[src/rtl/ps2_kbd_event_ctrl.sv]
// PS/2 keyboard event controller: pops scan-code bytes from the receiver FIFO, folds E0/F0
// prefixes into key events and queues them for an APB reader. Define PS2_EVT_IRQ_EN for irq.
module ps2_kbd_event_ctrl #(
  parameter int EVQ_DEPTH = 8,
  parameter int EVQ_AW    = 3
) (
  input  logic        clock,
  input  logic        reset,
  input  logic [31:0] in_paddr,
  input  logic        in_psel,
  input  logic        in_penable,
  input  logic        in_pwrite,
  input  logic [31:0] in_pwdata,
  output logic        in_pready,
  output logic [31:0] in_prdata,
  output logic        in_pslverr,
  input  logic [7:0]  kbd_data,
  input  logic        kbd_ready,
  output logic        kbd_nextdata_n
`ifdef PS2_EVT_IRQ_EN
  ,
  output logic        irq
`endif
);

  typedef enum logic [1:0] {
    ST_IDLE   = 2'd0,
    ST_POP    = 2'd1,
    ST_SETTLE = 2'd2
  } state_t;

  localparam logic [7:0]        CODE_EXT   = 8'hE0;
  localparam logic [7:0]        CODE_BRK   = 8'hF0;
  localparam logic [EVQ_AW:0]   FULL_COUNT = (EVQ_AW + 1)'(EVQ_DEPTH);
  localparam logic [EVQ_AW:0]   CNT_ONE    = 1;
  localparam logic [EVQ_AW-1:0] PTR_ONE    = 1;

  state_t            state_q, state_d;
  logic [7:0]        byte_q, byte_d;
  logic              ext_q, ext_d;
  logic              brk_q, brk_d;
  logic              enable_q, enable_d;
  logic              irq_en_q, irq_en_d;
  logic              dropped_q, dropped_d;
  logic [EVQ_AW-1:0] wptr_q, wptr_d;
  logic [EVQ_AW-1:0] rptr_q, rptr_d;
  logic [EVQ_AW:0]   count_q, count_d;

  logic [9:0]        evq_mem [EVQ_DEPTH];

  logic              access;
  logic [1:0]        reg_sel;
  logic              acc_err;
  logic              q_empty;
  logic              q_full;
  logic              ev_pop;
  logic              ctrl_wr;
  logic              flush;
  logic              push_req;
  logic              push_en;
  logic              unused_ok;

  assign access   = in_psel & in_penable;
  assign reg_sel  = in_paddr[3:2];
  assign acc_err  = access & ((reg_sel == 2'd3) | (in_pwrite & (reg_sel != 2'd2)));
  assign q_empty  = (count_q == '0);
  assign q_full   = (count_q == FULL_COUNT);
  assign ev_pop   = access & ~in_pwrite & (reg_sel == 2'd0) & ~q_empty;
  assign ctrl_wr  = access & in_pwrite & (reg_sel == 2'd2);
  assign flush    = ctrl_wr & in_pwdata[1];
  assign push_req = (state_q == ST_SETTLE) & (byte_q != CODE_EXT) & (byte_q != CODE_BRK);
  // A flush in the same cycle as a parsed code discards that code.
  assign push_en  = push_req & ~flush;

  assign unused_ok = ^{in_paddr[31:4], in_paddr[1:0], in_pwdata[31:2]};

  assign in_pready      = access;
  assign in_pslverr     = acc_err;
  assign kbd_nextdata_n = (state_q != ST_POP);

  always_comb begin
    in_prdata = 32'd0;
    case (reg_sel)
      2'd0: in_prdata = q_empty ? 32'd0 : {1'b1, 21'd0, evq_mem[rptr_q]};
      2'd1: in_prdata = {16'd0, 8'(count_q), 6'd0, dropped_q, ~q_empty};
      2'd2: in_prdata = {29'd0, irq_en_q, 1'b0, enable_q};
      default: in_prdata = 32'd0;
    endcase
  end

  always_comb begin
    state_d   = state_q;
    byte_d    = byte_q;
    ext_d     = ext_q;
    brk_d     = brk_q;
    enable_d  = enable_q;
    irq_en_d  = irq_en_q;
    dropped_d = dropped_q;
    wptr_d    = wptr_q;
    rptr_d    = rptr_q;
    count_d   = count_q;

    unique case (state_q)
      ST_IDLE: begin
        // Entering POP only with a free slot reserves it for the coming push.
        if (enable_q && kbd_ready && !q_full) begin
          state_d = ST_POP;
          byte_d  = kbd_data;
        end
      end
      ST_POP: begin
        state_d = ST_SETTLE;
      end
      ST_SETTLE: begin
        state_d = ST_IDLE;
        if (byte_q == CODE_EXT) begin
          ext_d = 1'b1;
        end else if (byte_q == CODE_BRK) begin
          brk_d = 1'b1;
        end else begin
          ext_d = 1'b0;
          brk_d = 1'b0;
        end
      end
      default: begin
        state_d = ST_IDLE;
      end
    endcase

    if (ctrl_wr) begin
      enable_d = in_pwdata[0];
`ifdef PS2_EVT_IRQ_EN
      irq_en_d = in_pwdata[2];
`endif
    end

    if (flush) begin
      ext_d     = 1'b0;
      brk_d     = 1'b0;
      dropped_d = push_req;
      wptr_d    = '0;
      rptr_d    = '0;
      count_d   = '0;
    end else begin
      if (push_en) begin
        wptr_d = wptr_q + PTR_ONE;
      end
      if (ev_pop) begin
        rptr_d = rptr_q + PTR_ONE;
      end
      unique case ({push_en, ev_pop})
        2'b10:   count_d = count_q + CNT_ONE;
        2'b01:   count_d = count_q - CNT_ONE;
        default: count_d = count_q;
      endcase
    end
  end

  always_ff @(posedge clock) begin
    if (reset) begin
      state_q   <= ST_IDLE;
      byte_q    <= 8'd0;
      ext_q     <= 1'b0;
      brk_q     <= 1'b0;
      enable_q  <= 1'b1;
      irq_en_q  <= 1'b0;
      dropped_q <= 1'b0;
      wptr_q    <= '0;
      rptr_q    <= '0;
      count_q   <= '0;
    end else begin
      state_q   <= state_d;
      byte_q    <= byte_d;
      ext_q     <= ext_d;
      brk_q     <= brk_d;
      enable_q  <= enable_d;
      irq_en_q  <= irq_en_d;
      dropped_q <= dropped_d;
      wptr_q    <= wptr_d;
      rptr_q    <= rptr_d;
      count_q   <= count_d;
    end
  end

  // Event storage carries no reset; entries are only read when count says valid.
  always_ff @(posedge clock) begin
    if (push_en) begin
      evq_mem[wptr_q] <= {brk_q, ext_q, byte_q};
    end
  end

`ifdef PS2_EVT_IRQ_EN
  logic irq_q, irq_d;

  // Built from next-state values so irq tracks the registered count exactly.
  assign irq_d = irq_en_d & (count_d != '0);

  always_ff @(posedge clock) begin
    if (reset) begin
      irq_q <= 1'b0;
    end else begin
      irq_q <= irq_d;
    end
  end

  assign irq = irq_q;
`endif

endmodule
[config.mk]
export PLATFORM = sky130hd
export DESIGN_NAME = ps2_kbd_event_ctrl
export DESIGN_NICKNAME = d
export VERILOG_FILES = /design/src/rtl/ps2_kbd_event_ctrl.sv
export SDC_FILE = /design/constraint.sdc
export NUM_CORES = 1
export LEC_CHECK = 0
export ABC_AREA = 1
export ABC_CLOCK_PERIOD_IN_PS = 3650
export CORE_MARGIN = 2
export CORE_UTILIZATION = 40
export DETAILED_ROUTE_END_ITERATION = 8
export PLACE_DENSITY = 0.67
export SYNTH_ARGS = -nofsm -noshare
export SYNTH_HDL_FRONTEND = slang
export SYNTH_SLANG_ARGS = --single-unit
[constraint.sdc]
create_clock -name clock -period 3.65 [get_ports clock]
set_input_delay 0.5475 -clock clock [delete_from_list [all_inputs] [get_ports clock]]
set_output_delay 0.5475 -clock clock [all_outputs]
set_load 0.01 [all_outputs]
==> flow_summary.ini <==
[worst_setup_path]
worstPathArrival_ns = 2.34
crit_fanout = 11
endpoint_kind = output port
crit_path_start_kind = input port
worstPathRequired_ns = 3.10
setup.worst_path.class = input port to output port

[logic_synthesis]
yosysTopAreaCell = edfxtp_1
ys_seq_area_share_pct = 64.2
ys_types = 29
synthFlopType = edfxtp_1
synth_area_leaders = edfxtp_1, dfxtp_1, nor2_1
ys_seq_elements = 107
yosysWarnings = 0
synth_area_mm2 = 0.00458
yosysTopAreaCellShare_pct = 52.4
synth_area_per_cell_um2 = 10.5
async_flop_share_pct = 0
synth_edf_count = 80
syn_inst = 438

[global_routing]
grt_max_degree = 41
track_usage_pct = 15.6
grt_use_met1_pct = 20.9
globalRouteMet2Util_pct = 26.1
overflow = 0
busiest_layer = met2
grt_pass1_vias = 3026
antenna_found_initial = 0
grt_pass1_wl_mm = 15.1
gr-usage-met3_pct = 2.62

[drt]
drtAntennaViolNets = 0
first_pass_iters = 4
drt-initial-drc-count = 205
drt-total-wl_mm = 9.13
drc_errors = 0
vias_per_cell = 5.00
num_vias = 3130
routedWlPerCell_um = 14.6

[job]
cap_violations = 0

[sta]
tightest_slew_ns = 0.631
clock_skew_ns = 0.00578
hold_viol = 0
fmax_mhz = 347
period_needed_ns = 2.89
slew_headroom_pct = 57.9
setup_tns_ns = 0
min_period_over_period_pct = 79.1
rsz0062_at_grt = no
slew_violations = 0
finalSetupViolCount = 0

[finish]
syn2layout_area_growth_pct = 15.8
diodes = 0
layout_commonest_cell = nor2_1
nets = 561
postLayoutCoreUtil_pct = 47.1
fin_area_mm2 = 0.00531
drive_gt1_share_pct = 8.07
n_fill_cell = 1020
mostFrequentLayoutCells = nor2_1, edfxtp_1, o21ai_0

[power]
p_leak_nw = 1.94
irDropWorstVdd_mv = 0.307
powerDensity_mw_per_mm2 = 451

[floorplanning]
fp.dieW_um = 111
row_count = 39
die_h_um = 111
die_area_mm2 = 0.0123
pin_count = 113
design.core.area_mm2 = 0.0113
initial_core_util_pct = 40.6

[placement]
place.gp.congestion = 0.805
dpl_cell_area_mm2 = 0.00503
io_buffers = 33
detailed_place_hpwl_mm = 6.10

[clock_tree]
cts_hold_buf = 0
cts_setup_buffers = 0
clock_sinks = 107
cts_tree = done
clk_path_buf_depth = 2
cts-resized-gates = 0
path_clk_slew_ns = 0.07
clk_latency_ns = 0.34
cts_root_buf = clkbuf_16
h-tree-depth = 3
cts_made_buffers = 9

[hold_path]
hold_class = register to register

[status]
outcome = complete, no violations
area by class of cell:
cell class,instances,area [um2],area share (%)
clock buffer,9,225,4.24
clock inverter,7,52.6,0.990
inverter,28,105,1.98
multi-input combinational,287,1380,26.0
sequential,107,2940,55.5
tap,143,179,3.37
timing repair buffer,45,420,7.92
worst max-delay path, stage by stage:
cell and delay [ns]:
clkdlybuf4s50_1 0.46, inv_1 0.10, nand2_2 0.09, nor2_2 0.08, buf_4 0.21, nand3_1 0.19
nand2_1 0.11, clkdlybuf4s50_1 0.54
logic make-up (layout without fill, tap and decap cells):
kind of cell / count (synthesis) / in the layout / synth area share (%)
fa+ha+maj: 5 / 5 / 1.37
compound gates: 92 / 92 / 10.9
buf+inv: 62 / 89 / 7.07
other cells: 1 / 19 / 0.0819
simple gates: 166 / 166 / 15.4
flops: 107 / 107 / 64.2
xor+xnor: 5 / 5 / 0.956
cell usage after synthesis (4+ instances only):
master    instances
nand3_1          10
dfxtp_1          27
inv_2             4
nand4_1           5
xor2_1            4
o21ai_0          51
inv_1            22
edfxtp_1         80
buf_4            21
buf_2            10
ha_1              5
o22ai_1          12
o21ai_1           8
nor2_1          104
o211ai_1          8
nand2_1          37
a21oi_1          11
metal layers:
| layer | up-vias | part of all wire (%) |
|---|---|---|
| li1 | 1554 | - |
| met1 | 1462 | 45 |
| met2 | 102 | 48 |
| met3 | 12 | 5.9 |
| met4 | 0 | 1.4 |
| met5 | - | 0 |
sequential cells by signal, indices dropped and copies added (netlist names), named ones only:
signal,count
brk_q,1
byte_q,8
count_q,4
dropped_q,1
enable_q,1
evq_mem,80
ext_q,1
rptr_q,3
state_q,2
wptr_q,3
per-stage QoR:
stage               std cells  setup WS [ns]  power, mW  hold slack [ns]
floorplan                 456           1.59       1.48            0.433
global placement          610          0.785       1.53            0.446
detailed placement        610          0.774       1.53            0.460
CTS                       626          0.765       2.41            0.474
global route              626          0.615       2.49            0.512
finish                    626          0.764       2.39            0.478
final timing paths:
path                               start                 endpoint  slack (ns)  depth (start not counted)
hold reg to reg   rptr_q[2]$_SDFFE_PP0P_   rptr_q[2]$_SDFFE_PP0P_        0.48                          2
setup / recovery             in_paddr[2]             in_prdata[8]        0.76                          8
hold / removal    rptr_q[2]$_SDFFE_PP0P_   rptr_q[2]$_SDFFE_PP0P_        0.48                          2
setup reg to reg  byte_q[5]$_SDFFE_PP0P_  count_q[2]$_SDFFE_PP0P_        1.33                         12
power by group:
part / leakage (nW) / internal [mW] / switching (mW) / total (mW)
registers: 0.943 / 1.34 / 0.0341 / 1.37
clock network: 0.133 / 0.467 / 0.423 / 0.890
logic: 0.865 / 0.0560 / 0.0771 / 0.133
(Power assumes the default switching activity.)
